File: src/rtl/wb_port_arbiter_if.sv
// wb_port_arbiter_if
//   Bundles the memory-stage result, multiplier result and register-file
//   write-port signals that pass between the producer side and the arbiter.
//   Ports (as signals of the interface):
//     mem_valid/mem_we/mem_rd/mem_data : memory-stage result
//     mul_valid/mul_rd/mul_data        : multiplier result
//     stall_mul                        : back-pressure to the multiplier
//     wb_valid/wb_rd/wb_data/wb_src    : registered register-file write port
//     busy_mask                        : registers with buffered mul writes
//     fifo_count                       : multiplier FIFO occupancy
//   Modports: master = result producers, slave = arbiter.
interface wb_port_arbiter_if #(
  parameter int XLEN  = 32,
  parameter int DEPTH = 4
);
  logic                     mem_valid;
  logic                     mem_we;
  logic [4:0]               mem_rd;
  logic [XLEN-1:0]          mem_data;
  logic                     mul_valid;
  logic [4:0]               mul_rd;
  logic [XLEN-1:0]          mul_data;
  logic                     stall_mul;
  logic                     wb_valid;
  logic [4:0]               wb_rd;
  logic [XLEN-1:0]          wb_data;
  logic                     wb_src;
  logic [31:0]              busy_mask;
  logic [$clog2(DEPTH):0]   fifo_count;

  modport master (
    output mem_valid, mem_we, mem_rd, mem_data,
    output mul_valid, mul_rd, mul_data,
    input  stall_mul, wb_valid, wb_rd, wb_data, wb_src, busy_mask, fifo_count
  );

  modport slave (
    input  mem_valid, mem_we, mem_rd, mem_data,
    input  mul_valid, mul_rd, mul_data,
    output stall_mul, wb_valid, wb_rd, wb_data, wb_src, busy_mask, fifo_count
  );
endinterface

File: src/rtl/wb_port_arbiter.sv
// wb_port_arbiter
//   Owns the single register-file write port. Memory-stage results always
//   win; multiplier results that lose are buffered in a DEPTH-entry FIFO and
//   drained in arrival order. The multiplier is stalled while the FIFO is full.
//   Ports:
//     clk  : clock
//     rst  : synchronous reset, active low
//     bus  : wb_port_arbiter_if.slave (result inputs, write port, busy_mask,
//            fifo_count, stall_mul)
module wb_port_arbiter #(
  parameter int XLEN  = 32,
  parameter int DEPTH = 4
) (
  input  logic              clk,
  input  logic              rst,
  wb_port_arbiter_if.slave  bus
);
  localparam int PW = $clog2(DEPTH);
  localparam int CW = PW + 1;

  logic [PW-1:0]   wr_ptr_q, wr_ptr_d;
  logic [PW-1:0]   rd_ptr_q, rd_ptr_d;
  logic [CW-1:0]   count_q, count_d;
  logic [4:0]      fifo_rd_q   [DEPTH];
  logic [XLEN-1:0] fifo_data_q [DEPTH];

  logic            wb_valid_q, wb_valid_d;
  logic [4:0]      wb_rd_q, wb_rd_d;
  logic [XLEN-1:0] wb_data_q, wb_data_d;
  logic            wb_src_q, wb_src_d;
  logic [31:0]     busy_q, busy_d;

  logic            stall;
  logic            mem_req;
  logic            mul_req;
  logic            fifo_empty;
  logic            pop;
  logic            bypass;
  logic            push;
  logic [PW-1:0]   offs;
  logic [4:0]      slot_rd;

  always_comb begin
    stall      = (count_q == CW'(DEPTH));
    mem_req    = bus.mem_valid && bus.mem_we && (bus.mem_rd != 5'd0);
    // x0 and rejected (stalled) multiplier results never become requests.
    mul_req    = bus.mul_valid && !stall && (bus.mul_rd != 5'd0);
    fifo_empty = (count_q == '0);
    pop        = !mem_req && !fifo_empty;
    bypass     = !mem_req && fifo_empty && mul_req;
    push       = mul_req && !bypass;

    wb_valid_d = 1'b0;
    wb_rd_d    = wb_rd_q;
    wb_data_d  = wb_data_q;
    wb_src_d   = wb_src_q;

    if (mem_req) begin
      wb_valid_d = 1'b1;
      wb_rd_d    = bus.mem_rd;
      wb_data_d  = bus.mem_data;
      wb_src_d   = 1'b0;
    end else if (!fifo_empty) begin
      wb_valid_d = 1'b1;
      wb_rd_d    = fifo_rd_q[rd_ptr_q];
      wb_data_d  = fifo_data_q[rd_ptr_q];
      wb_src_d   = 1'b1;
    end else if (mul_req) begin
      wb_valid_d = 1'b1;
      wb_rd_d    = bus.mul_rd;
      wb_data_d  = bus.mul_data;
      wb_src_d   = 1'b1;
    end

    // DEPTH is a power of two, so pointer overflow is the modulo wrap.
    wr_ptr_d = push ? wr_ptr_q + 1'b1 : wr_ptr_q;
    rd_ptr_d = pop  ? rd_ptr_q + 1'b1 : rd_ptr_q;
    count_d  = count_q + CW'(push) - CW'(pop);

    // Busy mask reflects FIFO contents after this cycle's push/pop: a slot is
    // live when its distance from the new read pointer is below the new count.
    busy_d  = '0;
    offs    = '0;
    slot_rd = '0;
    for (int j = 0; j < DEPTH; j++) begin
      offs    = PW'(j) - rd_ptr_d;
      slot_rd = (push && (wr_ptr_q == PW'(j))) ? bus.mul_rd : fifo_rd_q[j];
      if ({1'b0, offs} < count_d) begin
        busy_d[slot_rd] = 1'b1;
      end
    end
  end

  always_ff @(posedge clk) begin
    if (!rst) begin
      wr_ptr_q   <= '0;
      rd_ptr_q   <= '0;
      count_q    <= '0;
      wb_valid_q <= 1'b0;
      wb_rd_q    <= '0;
      wb_data_q  <= '0;
      wb_src_q   <= 1'b0;
      busy_q     <= '0;
    end else begin
      wr_ptr_q   <= wr_ptr_d;
      rd_ptr_q   <= rd_ptr_d;
      count_q    <= count_d;
      wb_valid_q <= wb_valid_d;
      wb_rd_q    <= wb_rd_d;
      wb_data_q  <= wb_data_d;
      wb_src_q   <= wb_src_d;
      busy_q     <= busy_d;
    end
  end

  // Storage needs no reset: occupancy is tracked solely by the pointers/count.
  always_ff @(posedge clk) begin
    if (rst && push) begin
      fifo_rd_q[wr_ptr_q]   <= bus.mul_rd;
      fifo_data_q[wr_ptr_q] <= bus.mul_data;
    end
  end

  assign bus.stall_mul  = stall;
  assign bus.wb_valid   = wb_valid_q;
  assign bus.wb_rd      = wb_rd_q;
  assign bus.wb_data    = wb_data_q;
  assign bus.wb_src     = wb_src_q;
  assign bus.busy_mask  = busy_q;
  assign bus.fifo_count = count_q;

  a_mem_not_busy: assert property (@(posedge clk) disable iff (!rst)
    mem_req |-> !busy_q[bus.mem_rd]);
  a_count_range: assert property (@(posedge clk) disable iff (!rst)
    count_q <= CW'(DEPTH));
  a_no_push_full: assert property (@(posedge clk) disable iff (!rst)
    !(push && stall));
  a_mul_held: assert property (@(posedge clk) disable iff (!rst)
    (stall && bus.mul_valid) |=> (bus.mul_valid && $stable(bus.mul_rd) && $stable(bus.mul_data)));
endmodule

File: src/flat_wrapper.sv
// flat-port wrapper written by rule: the top's interface ports become plain ports
module wb_port_arbiter_flat 
#(
  parameter int XLEN  = 32,
  parameter int DEPTH = 4
)
  (clk, rst, bus_mem_valid, bus_mem_we, bus_mem_rd, bus_mem_data, bus_mul_valid, bus_mul_rd, bus_mul_data, bus_stall_mul, bus_wb_valid, bus_wb_rd, bus_wb_data, bus_wb_src, bus_busy_mask, bus_fifo_count);
  wb_port_arbiter_if #(.XLEN(XLEN), .DEPTH(DEPTH)) bus_i ();
  input  logic clk;
  input  logic rst;
  input wire logic [$bits(bus_i.mem_valid)-1:0] bus_mem_valid;
  input wire logic [$bits(bus_i.mem_we)-1:0] bus_mem_we;
  input wire logic [$bits(bus_i.mem_rd)-1:0] bus_mem_rd;
  input wire logic [$bits(bus_i.mem_data)-1:0] bus_mem_data;
  input wire logic [$bits(bus_i.mul_valid)-1:0] bus_mul_valid;
  input wire logic [$bits(bus_i.mul_rd)-1:0] bus_mul_rd;
  input wire logic [$bits(bus_i.mul_data)-1:0] bus_mul_data;
  output wire logic [$bits(bus_i.stall_mul)-1:0] bus_stall_mul;
  output wire logic [$bits(bus_i.wb_valid)-1:0] bus_wb_valid;
  output wire logic [$bits(bus_i.wb_rd)-1:0] bus_wb_rd;
  output wire logic [$bits(bus_i.wb_data)-1:0] bus_wb_data;
  output wire logic [$bits(bus_i.wb_src)-1:0] bus_wb_src;
  output wire logic [$bits(bus_i.busy_mask)-1:0] bus_busy_mask;
  output wire logic [$bits(bus_i.fifo_count)-1:0] bus_fifo_count;
  assign bus_i.mem_valid = bus_mem_valid;
  assign bus_i.mem_we = bus_mem_we;
  assign bus_i.mem_rd = bus_mem_rd;
  assign bus_i.mem_data = bus_mem_data;
  assign bus_i.mul_valid = bus_mul_valid;
  assign bus_i.mul_rd = bus_mul_rd;
  assign bus_i.mul_data = bus_mul_data;
  assign bus_stall_mul = bus_i.stall_mul;
  assign bus_wb_valid = bus_i.wb_valid;
  assign bus_wb_rd = bus_i.wb_rd;
  assign bus_wb_data = bus_i.wb_data;
  assign bus_wb_src = bus_i.wb_src;
  assign bus_busy_mask = bus_i.busy_mask;
  assign bus_fifo_count = bus_i.fifo_count;
  wb_port_arbiter #(.XLEN(XLEN), .DEPTH(DEPTH)) u_core (.clk(clk), .rst(rst), .bus(bus_i));
endmodule
File: config.mk
export PLATFORM = sky130hd
export DESIGN_NAME = wb_port_arbiter_flat
export DESIGN_NICKNAME = d
export VERILOG_FILES = /design/src/rtl/wb_port_arbiter_if.sv /design/src/rtl/wb_port_arbiter.sv /design/src/flat_wrapper.sv
export SDC_FILE = /design/constraint.sdc
export NUM_CORES = 1
export LEC_CHECK = 0
export CORE_MARGIN = 2
export CORE_UTILIZATION = 55
export CTS_CLUSTER_DIAMETER = 50
export CTS_CLUSTER_SIZE = 12
export DETAILED_ROUTE_END_ITERATION = 12
export PLACE_DENSITY_LB_ADDON = 0.12
export RECOVER_POWER = 50
export SLEW_MARGIN = 40
export SYNTH_ARGS = -nofsm -noshare
export SYNTH_HDL_FRONTEND = slang
export SYNTH_SLANG_ARGS = --single-unit
File: constraint.sdc
create_clock -name clk -period 5.7 [get_ports clk]
set_input_delay 0.855 -clock clk [delete_from_list [all_inputs] [get_ports clk]]
set_output_delay 0.855 -clock clk [all_outputs]
set_load 0.02 [all_outputs]
==> qor.csv <==
metric;value;unit
synth_xor_area_frac;0.00501;
rows;50;
hold_buffers;0;
grt_use_total;0.285;
die-height;142;um
antenna_found_initial;1;
drc;0;
startpoint;bus_mem_valid;
die_x;142;um
worst_pin_slew;1820;ps
yosys_most_used_dff;edfxtp_1;
grt_overflow;0;
drt_wl_total;28700;um
dr.pass1.iters;5;
layout_commonest_cell;edfxtp_1;
fin_crit;4740;ps
fin_tns_setup;0;ps
fmax;211;MHz
hold_path.class;register to register;
violations;capacitance limit, slew limit;
rsz0062_at_grt;false;
critPathKind;primary input to register;
critPathCaptureType;register;
ir_drop;0.313;mV
final_cell_mix;edfxtp_1, dlygate4sd3_1, o21ai_0;
dieArea;20200;um2
clock_path_buffers;3;
skew;11.9;ps
setup_viol;0;
yosysUniqueCellTypes;71;
setup_ws;963;ps
synth_compound_area_frac;0.195;
power_density;468;nW/um2
synthAdderAreaFrac;0.0138;
h-tree-depth;1;
worstHoldStart;u_core.bus.wb_rd[1];
synth_mux_area_frac;0.0953;
area_growth;24.4;%
fin_worst_hold_slack;463;ps
top_level_ports;154;
path_max_fanout;9;
numCtsBuffers;24;
synth_seq_cells;226;
gp_congestion;0.962;
cts_setup_buffers;0;
post_synth.cell_area_avg;12.5;um2
routedWlPerCell;23.2;um
start_util;0.561;
drive_gt1_frac;0.118;
async_flop_share;0;
via_per_inst;6.57;
dp_slack;599;ps
clk_latency;530;ps
finalPower;0.00611;W
grt_pass1_vias;7753;
synth_top_family_by_area;compound AO/OA/AOI/OAI gates;
hold_violations;0;
nNetsFinal;1076;
grt_pass1_wl;44300;um
dr.first_iter.drc_count;876;
cts_resized;0;
p_leak;4.52;nW
clkSlewWorstSetupHoldPaths;60;ps
io_buffers;153;
synth_edf_count;148;
rr_startpoint;u_core.bus.fifo_count[2];
core;18700;um2
ys_seq_area_frac;0.573;
status;finished with violations;
syn-num-nets;931;
arrival;5140;ps
cts_tree;done;
max_cap_violations;1;
synthSimpleGateAreaFrac;0.0878;
yosysWarnings;0;
dp_hpwl;18600;um
synth_area;10500;um2
vias;8133;
timing.final.crit_share;0.831;
postSynthCellCount;841;
cts_root_buf;clkbuf_16;
setup.worst_path.start_class;primary input;
antenna_left;0;
cts.sinks;226;
cp.required;6110;ps
grt_start_max_net_pins;77;
relSlewSlack;-0.212;
drv_slew;42;
layout make-up:
type | count | area [um2]
clock inverters | 4 | 77.6
repair buffers | 181 | 1720
inverters | 16 | 60.1
fillers | 1352 | 5660
clock buffers | 39 | 677
multi-input cells | 537 | 4210
flip-flops and latches | 226 | 6010
well taps | 234 | 293
diodes | 1 | 2.50
metal layers:
metal / track usage / up-vias / routed length (um)
met2: 0.436 / 451 / 13300
li1: - / 3665 / -
met5: 0 / - / 0
met3: 0.0532 / 61 / 2350
met4: 0.103 / 0 / 921
met1: 0.411 / 3956 / 12100
state kept, by name, indices dropped and copies added, names as in the netlist:
signal	count
u_core.bus.wb_rd	5
u_core.rd_ptr_q	2
u_core.bus.busy_mask	32
u_core.bus.fifo_count	3
u_core.bus.wb_src	1
u_core.bus.wb_data	32
u_core.fifo_data_q	128
u_core.wr_ptr_q	2
u_core.fifo_rd_q	20
u_core.bus.wb_valid	1
kinds of logic after synthesis:
logic type,Yosys count
AO/OA/AOI/OAI,298
flip-flops,226
AND/OR/NAND/NOR,169
buffers and inverters,78
multiplexers,53
adder cells (fa/ha/maj),11
XOR/XNOR,6
through the flow:
stage,area [um2],utilization,instances
3_5_place_dp,12300,0.658,1194
6_report,13000,0.698,1238
4_1_cts,13100,0.698,1237
3_3_place_gp,12300,0.658,1194
5_1_grt,13000,0.697,1237
2_1_floorplan,10500,-,841
Yosys cell counts (all sizes together), types with 3 or more instances:
master / number / share of area
a2111oi: 10 / 0.010
a211oi: 5 / 0.0041
a21o: 3 / 0.0021
a21oi: 59 / 0.029
a221o: 21 / 0.020
a22oi: 35 / 0.025
a32oi: 7 / 0.0058
and2: 9 / 0.0054
and3: 4 / 0.0024
buf: 15 / 0.0075
clkbuf: 47 / 0.017
dfxtp: 78 / 0.15
edfxtp: 148 / 0.42
ha: 10 / 0.012
inv: 16 / 0.0057
mux2: 5 / 0.0054
mux2i: 11 / 0.011
mux4: 37 / 0.079
nand2: 29 / 0.011
nand2b: 7 / 0.0042
nand3: 11 / 0.0053
nand3b: 4 / 0.0029
nand4: 3 / 0.0018
nand4b: 3 / 0.0025
nor2: 35 / 0.013
nor2b: 7 / 0.0042
nor3: 28 / 0.014
nor3b: 7 / 0.0050
nor4: 4 / 0.0038
o211a: 5 / 0.0048
o211ai: 12 / 0.0091
o21a: 5 / 0.0036
o21ai: 90 / 0.044
o221ai: 5 / 0.0042
o22ai: 5 / 0.0030
o32ai: 17 / 0.014
or2: 3 / 0.0018
or3: 6 / 0.0036
xnor2: 4 / 0.0033
final timing paths:
kind / slack [ps] / depth (start not counted) / to
hold reg to reg: 460 / 2 / u_core.bus.wb_rd[1]
hold / removal: 460 / 2 / u_core.bus.wb_rd[1]
setup / recovery: 960 / 13 / u_core.bus.busy_mask[21]
setup reg to reg: 1500 / 12 / u_core.bus.busy_mask[21]
power by group:
group	switching [W]	internal, W	leakage (nW)
Clock	0.000625	0.000864	0.360
Sequential	0.000103	0.00197	1.98
Combinational	0.00156	0.000983	2.18
critical path, cell delays in order:
cell and delay, ps:
clkdlybuf4s50_1 570, a2111oi_0 780, a21o_2 180, nor2_1 80, ha_1 230, fa_1 480
inv_1 90, ha_1 310, nor2b_1 160, a2111oi_4 430, o21ba_1 300, and2_0 190
or4_1 490
Power figures use the tool's default switching activity.
